## src/rtl/apu_frame_sequencer_if.sv

```systemverilog
// Frame-sequencer register port and tick/IRQ outputs.
// The master drives the register writes; the slave (the sequencer) drives the ticks.
interface apu_frame_sequencer_if;
   logic       wr_en;
   logic [7:0] wr_data;
   logic       irq_clear;
   logic       apu_clk_en;
   logic       qfr_tick;
   logic       hfr_tick;
   logic       frame_irq;
   logic [2:0] step;

   modport master (
      output wr_en, wr_data, irq_clear,
      input  apu_clk_en, qfr_tick, hfr_tick, frame_irq, step
   );

   modport slave (
      input  wr_en, wr_data, irq_clear,
      output apu_clk_en, qfr_tick, hfr_tick, frame_irq, step
   );
endinterface

```

## src/rtl/apu_frame_sequencer.sv

```systemverilog
// APU frame sequencer: 4/5-step frame counter with quarter/half-frame ticks and frame IRQ.
// All outputs are registered; the ticks are decoded one cycle ahead from the next counter value.
module apu_frame_sequencer #(
   parameter int unsigned STEP_CYCLES = 7457
) (
   input logic                  clk,
   input logic                  rst_n,
   apu_frame_sequencer_if.slave bus
);
   localparam int unsigned CYC_W  = 16;
   localparam int unsigned STEP_W = 3;

   localparam logic [CYC_W-1:0] STEP1_END = CYC_W'(1 * STEP_CYCLES - 1);
   localparam logic [CYC_W-1:0] STEP2_END = CYC_W'(2 * STEP_CYCLES - 1);
   localparam logic [CYC_W-1:0] STEP3_END = CYC_W'(3 * STEP_CYCLES - 1);
   localparam logic [CYC_W-1:0] STEP4_END = CYC_W'(4 * STEP_CYCLES - 1);
   localparam logic [CYC_W-1:0] STEP5_END = CYC_W'(5 * STEP_CYCLES - 1);

   logic [CYC_W-1:0]  cyc_q, cyc_d, cyc_inc;
   logic [STEP_W-1:0] step_q, step_d, fired;
   logic              mode_q, mode_d;
   logic              inh_q, inh_d;
   logic              irq_q, irq_d;
   logic              qfr_q, qfr_d;
   logic              hfr_q, hfr_d;
   logic              phase_q;
   logic              irq_now;
   logic              unused_wr_bits;

   assign unused_wr_bits = ^bus.wr_data[5:0];

   // Free-running counter advance and decode of the step that fires next cycle.
   always_comb begin
      cyc_inc = (cyc_q == (mode_q ? STEP5_END : STEP4_END)) ? '0 : cyc_q + CYC_W'(1);
      fired   = '0;
      if      (cyc_inc == STEP1_END) fired = STEP_W'(1);
      else if (cyc_inc == STEP2_END) fired = STEP_W'(2);
      else if (cyc_inc == STEP3_END) fired = STEP_W'(3);
      else if (cyc_inc == STEP4_END) fired = STEP_W'(4);
      else if (cyc_inc == STEP5_END) fired = STEP_W'(5);
      irq_now = !mode_q && !inh_q && (cyc_q == STEP4_END);
   end

   // Next-state: a register write restarts the frame and overrides the counter path.
   always_comb begin
      cyc_d  = cyc_inc;
      step_d = (cyc_inc == '0) ? '0 : step_q;
      mode_d = mode_q;
      inh_d  = inh_q;
      irq_d  = irq_q;
      qfr_d  = 1'b0;
      hfr_d  = 1'b0;

      if (bus.wr_en) begin
         cyc_d  = '0;
         step_d = '0;
         mode_d = bus.wr_data[7];
         inh_d  = bus.wr_data[6];
         qfr_d  = bus.wr_data[7];
         hfr_d  = bus.wr_data[7];
         if (bus.wr_data[6]) begin
            irq_d = 1'b0;
         end else if (bus.irq_clear && !irq_now) begin
            irq_d = 1'b0;
         end
      end else begin
         if (fired != '0) begin
            step_d = fired;
            qfr_d  = !(mode_q && fired == STEP_W'(4));
            hfr_d  = (fired == STEP_W'(2)) || (fired == STEP_W'(5)) ||
                     (fired == STEP_W'(4) && !mode_q);
         end
         // A set landing on the same edge as a clear wins.
         if (fired == STEP_W'(4) && !mode_q && !inh_q) begin
            irq_d = 1'b1;
         end else if (bus.irq_clear && !irq_now) begin
            irq_d = 1'b0;
         end
      end
   end

   always_ff @(posedge clk or negedge rst_n) begin
      if (!rst_n) begin
         cyc_q   <= '0;
         step_q  <= '0;
         mode_q  <= 1'b0;
         inh_q   <= 1'b0;
         irq_q   <= 1'b0;
         qfr_q   <= 1'b0;
         hfr_q   <= 1'b0;
         phase_q <= 1'b0;
      end else begin
         cyc_q   <= cyc_d;
         step_q  <= step_d;
         mode_q  <= mode_d;
         inh_q   <= inh_d;
         irq_q   <= irq_d;
         qfr_q   <= qfr_d;
         hfr_q   <= hfr_d;
         phase_q <= ~phase_q;
      end
   end

   assign bus.apu_clk_en = phase_q;
   assign bus.qfr_tick   = qfr_q;
   assign bus.hfr_tick   = hfr_q;
   assign bus.frame_irq  = irq_q;
   assign bus.step       = step_q;
endmodule

```

## src/flat_wrapper.sv

```systemverilog
// flat-port wrapper written by rule: the top's interface ports become plain ports
module apu_frame_sequencer_flat 
#(
   parameter int unsigned STEP_CYCLES = 7457
)
  (clk, rst_n, bus_wr_en, bus_wr_data, bus_irq_clear, bus_apu_clk_en, bus_qfr_tick, bus_hfr_tick, bus_frame_irq, bus_step);
  apu_frame_sequencer_if bus_i ();
  input logic clk;
  input logic rst_n;
  input wire logic [$bits(bus_i.wr_en)-1:0] bus_wr_en;
  input wire logic [$bits(bus_i.wr_data)-1:0] bus_wr_data;
  input wire logic [$bits(bus_i.irq_clear)-1:0] bus_irq_clear;
  output wire logic [$bits(bus_i.apu_clk_en)-1:0] bus_apu_clk_en;
  output wire logic [$bits(bus_i.qfr_tick)-1:0] bus_qfr_tick;
  output wire logic [$bits(bus_i.hfr_tick)-1:0] bus_hfr_tick;
  output wire logic [$bits(bus_i.frame_irq)-1:0] bus_frame_irq;
  output wire logic [$bits(bus_i.step)-1:0] bus_step;
  assign bus_i.wr_en = bus_wr_en;
  assign bus_i.wr_data = bus_wr_data;
  assign bus_i.irq_clear = bus_irq_clear;
  assign bus_apu_clk_en = bus_i.apu_clk_en;
  assign bus_qfr_tick = bus_i.qfr_tick;
  assign bus_hfr_tick = bus_i.hfr_tick;
  assign bus_frame_irq = bus_i.frame_irq;
  assign bus_step = bus_i.step;
  apu_frame_sequencer #(.STEP_CYCLES(STEP_CYCLES)) u_core (.clk(clk), .rst_n(rst_n), .bus(bus_i));
endmodule
```

## config.mk

```make
export PLATFORM = sky130hd
export DESIGN_NAME = apu_frame_sequencer_flat
export DESIGN_NICKNAME = d
export VERILOG_FILES = /design/src/rtl/apu_frame_sequencer_if.sv /design/src/rtl/apu_frame_sequencer.sv /design/src/flat_wrapper.sv
export SDC_FILE = /design/constraint.sdc
export NUM_CORES = 1
export LEC_CHECK = 0
export CAP_MARGIN = 20
export CORE_ASPECT_RATIO = 0.8
export CORE_MARGIN = 5
export CORE_UTILIZATION = 50
export CTS_CLUSTER_SIZE = 12
export DETAILED_ROUTE_END_ITERATION = 8
export PLACE_DENSITY = 0.71
export REMOVE_ABC_BUFFERS = 1
export SYNTH_ARGS = -nofsm -noshare
export SYNTH_HDL_FRONTEND = slang
export SYNTH_SLANG_ARGS = --single-unit
```

## constraint.sdc

```tcl
create_clock -name clk -period 4.2 [get_ports clk]
set_clock_uncertainty 0.2 [all_clocks]
set_input_delay 0.84 -clock clk [delete_from_list [all_inputs] [get_ports clk]]
set_output_delay 0.84 -clock clk [all_outputs]
set_load 0.01 [all_outputs]
```

# Word level (Yosys, flattened, before mapping)
# Cells that the tools add are included.
# Widths: inputs -> output; s select.
[totals] register_bits=25 inputBits=12 out_inout_bits=7
[op_classes] n_addsub=1 n_eq_ne=10 n_mux=19 bitwise_logic=1 n_reduce_logical=15
[op_table] cell="$eq 16x15->1 const B" n=3
[op_table] cell="$mux 16" n=3
[op_table] cell="$mux 3" n=8
[op_table] cell="$add 16x1->16 const B" n=1
[op_table] cell="$eq 16x13->1 const B" n=1
[op_table] cell="$eq 16x14->1 const B" n=1
[op_table] cell="$eq 16x16->1" n=1
[op_table] cell="$eq 16x16->1 const B" n=1
[op_table] cell="$logic_not 16->1" n=1
[op_table] cell="$mux 1" n=8
[op_table] cell="$eq 3x3->1 const B" n=2
[op_table] cell="$logic_and 1x1->1" n=6
[op_table] cell="$reduce_bool 3->1" n=2
[op_table] cell="$logic_not 1->1" n=4
[op_table] cell="$eq 3x2->1 const B" n=1
[op_table] cell="$logic_or 1x1->1" n=2
[op_table] cell="$not 1->1" n=1

# Logic depth before layout (Yosys ltp)
[logic_depth] depth_word=14 mapped_depth=10 depth_no_buf=8

# Worst setup path after synthesis
# OpenSTA, ideal clock, no wires.
[synth_path] path_type="register -> register" startpoint="register u_core.cyc_q[10]" endpoint="register u_core.step_q[2], in the netlist u_core.bus.step[2]" t_arrival_ns=2.497 required_ns=3.874 slack_ns=1.378 path_stages_with_launch=9 path_buffers=1 period_less_slack_ns=2.822 path_cell_list="dfrtp_1 > buf_2 > nand4_1 > nor4_1 > mux2_1 > o41a_1 > nand4b_1 > and2_1 > o311a_1"
[synth_between] elab_chain_len=11 word_cells_on_any_way=18 classes_between="add/sub (1); eq/ne (6); mux (8); reduce/logical (3)"
[synth_rtl] item="from (decl)" line="apu_frame_sequencer.sv:19" rtl="logic [CYC_W-1:0] cyc_q, cyc_d, cyc_inc;"
[synth_rtl] item="from (signal assigned)" line="apu_frame_sequencer.sv:93" rtl="cyc_q <= cyc_d;"
[synth_rtl] item="$add 16x1->16 or $eq 16x16->1 (tied branches)" line="apu_frame_sequencer.sv:34" rtl="cyc_inc = (cyc_q == (mode_q ? STEP5_END : STEP4_END)) ? '0 : cyc_q + CYC_W'(1);"
[synth_rtl] item="$mux 16 *" line="apu_frame_sequencer.sv:34"
[synth_rtl] item="$eq 16x16->1" line="apu_frame_sequencer.sv:40" rtl="else if (cyc_inc == STEP5_END) fired = STEP_W'(5);"
[synth_rtl] item="$mux 3" line="apu_frame_sequencer.sv:40"
[synth_rtl] item="$mux 3" line="apu_frame_sequencer.sv:39" rtl="else if (cyc_inc == STEP4_END) fired = STEP_W'(4);"
[synth_rtl] item="$mux 3" line="apu_frame_sequencer.sv:38" rtl="else if (cyc_inc == STEP3_END) fired = STEP_W'(3);"
[synth_rtl] item="$mux 3" line="apu_frame_sequencer.sv:37" rtl="else if (cyc_inc == STEP2_END) fired = STEP_W'(2);"
[synth_rtl] item="$mux 3" line="apu_frame_sequencer.sv:36" rtl="if (cyc_inc == STEP1_END) fired = STEP_W'(1);"
[synth_rtl] item="$reduce_bool 3->1" line="apu_frame_sequencer.sv:67" rtl="if (fired != '0) begin"
[synth_rtl] item="$mux 3" line="apu_frame_sequencer.sv:67"
[synth_rtl] item="$mux 3" line="apu_frame_sequencer.sv:54" rtl="if (bus.wr_en) begin"
[synth_rtl] item="to (signal assigned)" line="apu_frame_sequencer.sv:94" rtl="step_q <= step_d;"
[synth_rtl] item="to (decl)" line="apu_frame_sequencer.sv:20" rtl="logic [STEP_W-1:0] step_q, step_d, fired;"
# Mark *: on every way between the ends. The rest lies on a longest branch, timed or not.
# A chain may end at the register's enable or synchronous reset.

# Final worst setup path
[layout_path] startpoint="register u_core.cyc_q[4]" endpoint="register u_core.step_q[2], in the netlist u_core.bus.step[2]"
# The elaborated chain is that of the path after synthesis.

==> metrics.yaml <==
outcome: "finished, final reports clean"
synthDistinctLibCells: 62
r2r_start: "u_core.cyc_q[4]"
layout_common_cells: "25 x sky130_fd_sc_hd__dfrtp_1, 22 x sky130_fd_sc_hd__nor2_1, 12 x sky130_fd_sc_hd__xnor2_1, 12 x sky130_fd_sc_hd__clkdlybuf4s50_1"
cts_htree_levels: 1
clk_latency_ns: 0.28
worst_path_dominant_cell_family: "simple AND/OR/NAND/NOR gates"
timing_hold_violations_final: 0
clock-root-buffer: "sky130_fd_sc_hd__clkbuf_8"
vdd_ir_drop_max_uv: 131
layout.filler_cells: 338
die-area_um2: 5130
path_cells: "nand4_4, nor4_1, mux2_1, o41a_1, nand4b_1, and2_1, o311a_1"
post-dp-hpwl_mm: 3.56
wl_per_cell_um: 18.3
r2r.worst_path.cells: 7
critical_path.reg2reg.endpoint: "u_core.bus.step[2]"
synth_flop_cell: "sky130_fd_sc_hd__dfrtp_1"
max-cap-violations: 0
final.min_clock_period_ns: 3.33
layout-drive-gt1-share_pct: 6.39
timing.critical_path.to_type: "flop"
critical_path.n_buffers_inverters: 0
die_y_um: 65.1
flop_to_flop_setup_slack_ns: 0.87
cts_setup_buffers: 0
setup_repair_after_global_routing_missed_its_margin: "false"
p_leak_nw: 0.800
detail_route.wirelength_mm: 4.82
timing.slew.headroom_pct: 58.4
postRouteAntennaNets: 0
number_of_synthesized_flops_with_an_enable_pin: 0
timing.setup.critical_path_class: "flop to flop"
dr_total_vias: 1703
final_estimated_routing_congestion_in_global_placement: 0.918
cts.hold.buffers_added: 0
placementRows: 20
min-delay-path-class: "flop to flop"
timing.final.max_slew_violations: 0
cts-root-to-sink-buffers: 2
critPathLaunchType: "flop"
worst_ep_required_time_ns: 4.17
synth_sequential_area_ratio_pct: 33.0
drt_drc_violations_left: 0
clock.fmax_mhz: 300
p_per_area_nw_per_um2: 222
hold_path_end: "u_core.bus.apu_clk_en"
hold_path_depth: 1
mostFrequentLayoutCell: "sky130_fd_sc_hd__dfrtp_1"
synthesis.area_um2: 1900
number_of_antenna_violations_at_the_first_check_in_global_routing: 0
io_buffers: 12
viasPerCell: 6.48
cts_made_buffers: 3
cts_tree: "yes"
multi_input_area_um2: 1170
ys_async_sr_fraction_pct: 100
final_core_utilization_pct: 55.0
post_synth.cell_area_avg_um2: 8.70
design.final.nets: 233
floorplan.initialDensity_pct: 50.9
global_route_wire_length_before_repair_mm: 8.38
gr-usage-all-layers_pct: 20.7
yosysWarningCount: 0
die_x_um: 78.9
first_iter_violations: 195
antennaDiodeCount: 0
grt_start_max_net_pins: 26
pin_count: 19
worstPathMaxFanout: 13
cts_sinks: 25
min-delay-start: "u_core.bus.apu_clk_en"
grt.overflow.total: 0
clk_pin_slew_ns: 0.10
setup-violations-final: 0
post-route-period-util_pct: 79.3
synthToLayoutAreaGrowth_pct: 8.05
synthesis.instances: 218
grt_pass1_vias: 1643
max_stage_delay_ns: 0.63
sequential_cell_area_um2: 626
setup_total_negative_slack_ns: 0
timing.critical_path.arrival_ns: 3.30
core_um2: 3730
tightest_slew_ns: 0.624
timing.critical_path.slowest_stage_cell: "sky130_fd_sc_hd__dfrtp_1"
number_of_detailed_route_iterations_in_the_first_pass: 4
ys_seq_elements: 25
cts_repair_resize_count: 0
where the power goes:
group	internal [mW]	switching, mW
clock	0.0680	0.0797
combinational	0.0211	0.0331
sequential	0.246	0.00738
worst register-to-register path, cell delays in order (launching register included):
cell	delay (ns)
sky130_fd_sc_hd__dfrtp_1	0.63
sky130_fd_sc_hd__nand4_4	0.28
sky130_fd_sc_hd__nor4_1	0.56
sky130_fd_sc_hd__mux2_1	0.41
sky130_fd_sc_hd__o41a_1	0.42
sky130_fd_sc_hd__nand4b_1	0.24
sky130_fd_sc_hd__and2_1	0.21
sky130_fd_sc_hd__o311a_1	0.28
worst max path at each step:
stage / from / depth (start not counted) / endpoint
after floorplan: u_core.cyc_q[4] / 7 / u_core.bus.step[2]
after global placement: u_core.cyc_q[4] / 7 / u_core.bus.step[2]
after detailed placement: u_core.cyc_q[4] / 7 / u_core.bus.step[2]
after CTS: u_core.cyc_q[4] / 7 / u_core.bus.step[2]
after global routing: u_core.cyc_q[4] / 7 / u_core.bus.step[2]
final: u_core.cyc_q[4] / 7 / u_core.bus.step[2]
layout make-up:
cell class | count | share of cell area (%)
inverters | 7 | 1.28
repair buffers | 13 | 6.23
flip-flops and latches | 25 | 30.5
well taps | 44 | 2.69
clock buffers | 4 | 2.20
multi-input cells | 170 | 57.1
through the flow:
step                setup WS [ns]  cells  instance area [um^2]  power [mW]  hold slack (ns)
floorplan                    1.29    202                  1820       0.285            0.260
CTS                         0.847    263                  2050       0.456            0.228
global placement            0.917    259                  2000       0.311            0.207
detailed placement          0.869    259                  2000       0.311            0.215
finish                      0.868    263                  2050       0.455            0.219
global route                0.689    263                  2050       0.480            0.249
cell families after synthesis:
logic type | share of synthesized area [%]
flip-flops | 33.0
multiplexers | 2.77
AO/OA/AOI/OAI | 15.1
adder cells (fa/ha/maj) | 0.660
buffers and inverters | 5.34
XOR/XNOR | 7.39
AND/OR/NAND/NOR | 35.8
per-layer routing:
metal / track usage (%) / vias to the layer above / routed length (um)
li1: - / 815 / -
met1: 32.3 / 827 / 2420
met2: 29.9 / 61 / 2030
met3: 5.07 / 0 / 367
met4: 2.15 / 0 / 0
met5: 0 / - / 0
Yosys cell counts, types with 4 or more instances:
cell	n	area share, %
sky130_fd_sc_hd__a21oi_1	7	1.8
sky130_fd_sc_hd__and3_1	4	1.3
sky130_fd_sc_hd__buf_2	9	2.4
sky130_fd_sc_hd__clkbuf_1	5	0.99
sky130_fd_sc_hd__dfrtp_1	25	33
sky130_fd_sc_hd__inv_1	7	1.4
sky130_fd_sc_hd__nand2_1	11	2.2
sky130_fd_sc_hd__nand2b_1	5	1.6
sky130_fd_sc_hd__nand3_1	7	1.8
sky130_fd_sc_hd__nand4_1	8	2.6
sky130_fd_sc_hd__nor2_1	22	4.4
sky130_fd_sc_hd__nor3_1	11	2.9
sky130_fd_sc_hd__nor4_1	6	2.0
sky130_fd_sc_hd__o21ai_0	6	1.6
sky130_fd_sc_hd__xnor2_1	12	5.5
sky130_fd_sc_hd__xor2_1	4	1.8
registers in the layout (all words and copies together), names as in the netlist:
signal                 count
u_core.bus.frame_irq       1
u_core.bus.step            3
u_core.bus.apu_clk_en      1
u_core.mode_q              1
u_core.inh_q               1
u_core.bus.hfr_tick        1
u_core.bus.qfr_tick        1
u_core.cyc_q              16
Note: power is estimated with default switching activity, not from simulation.
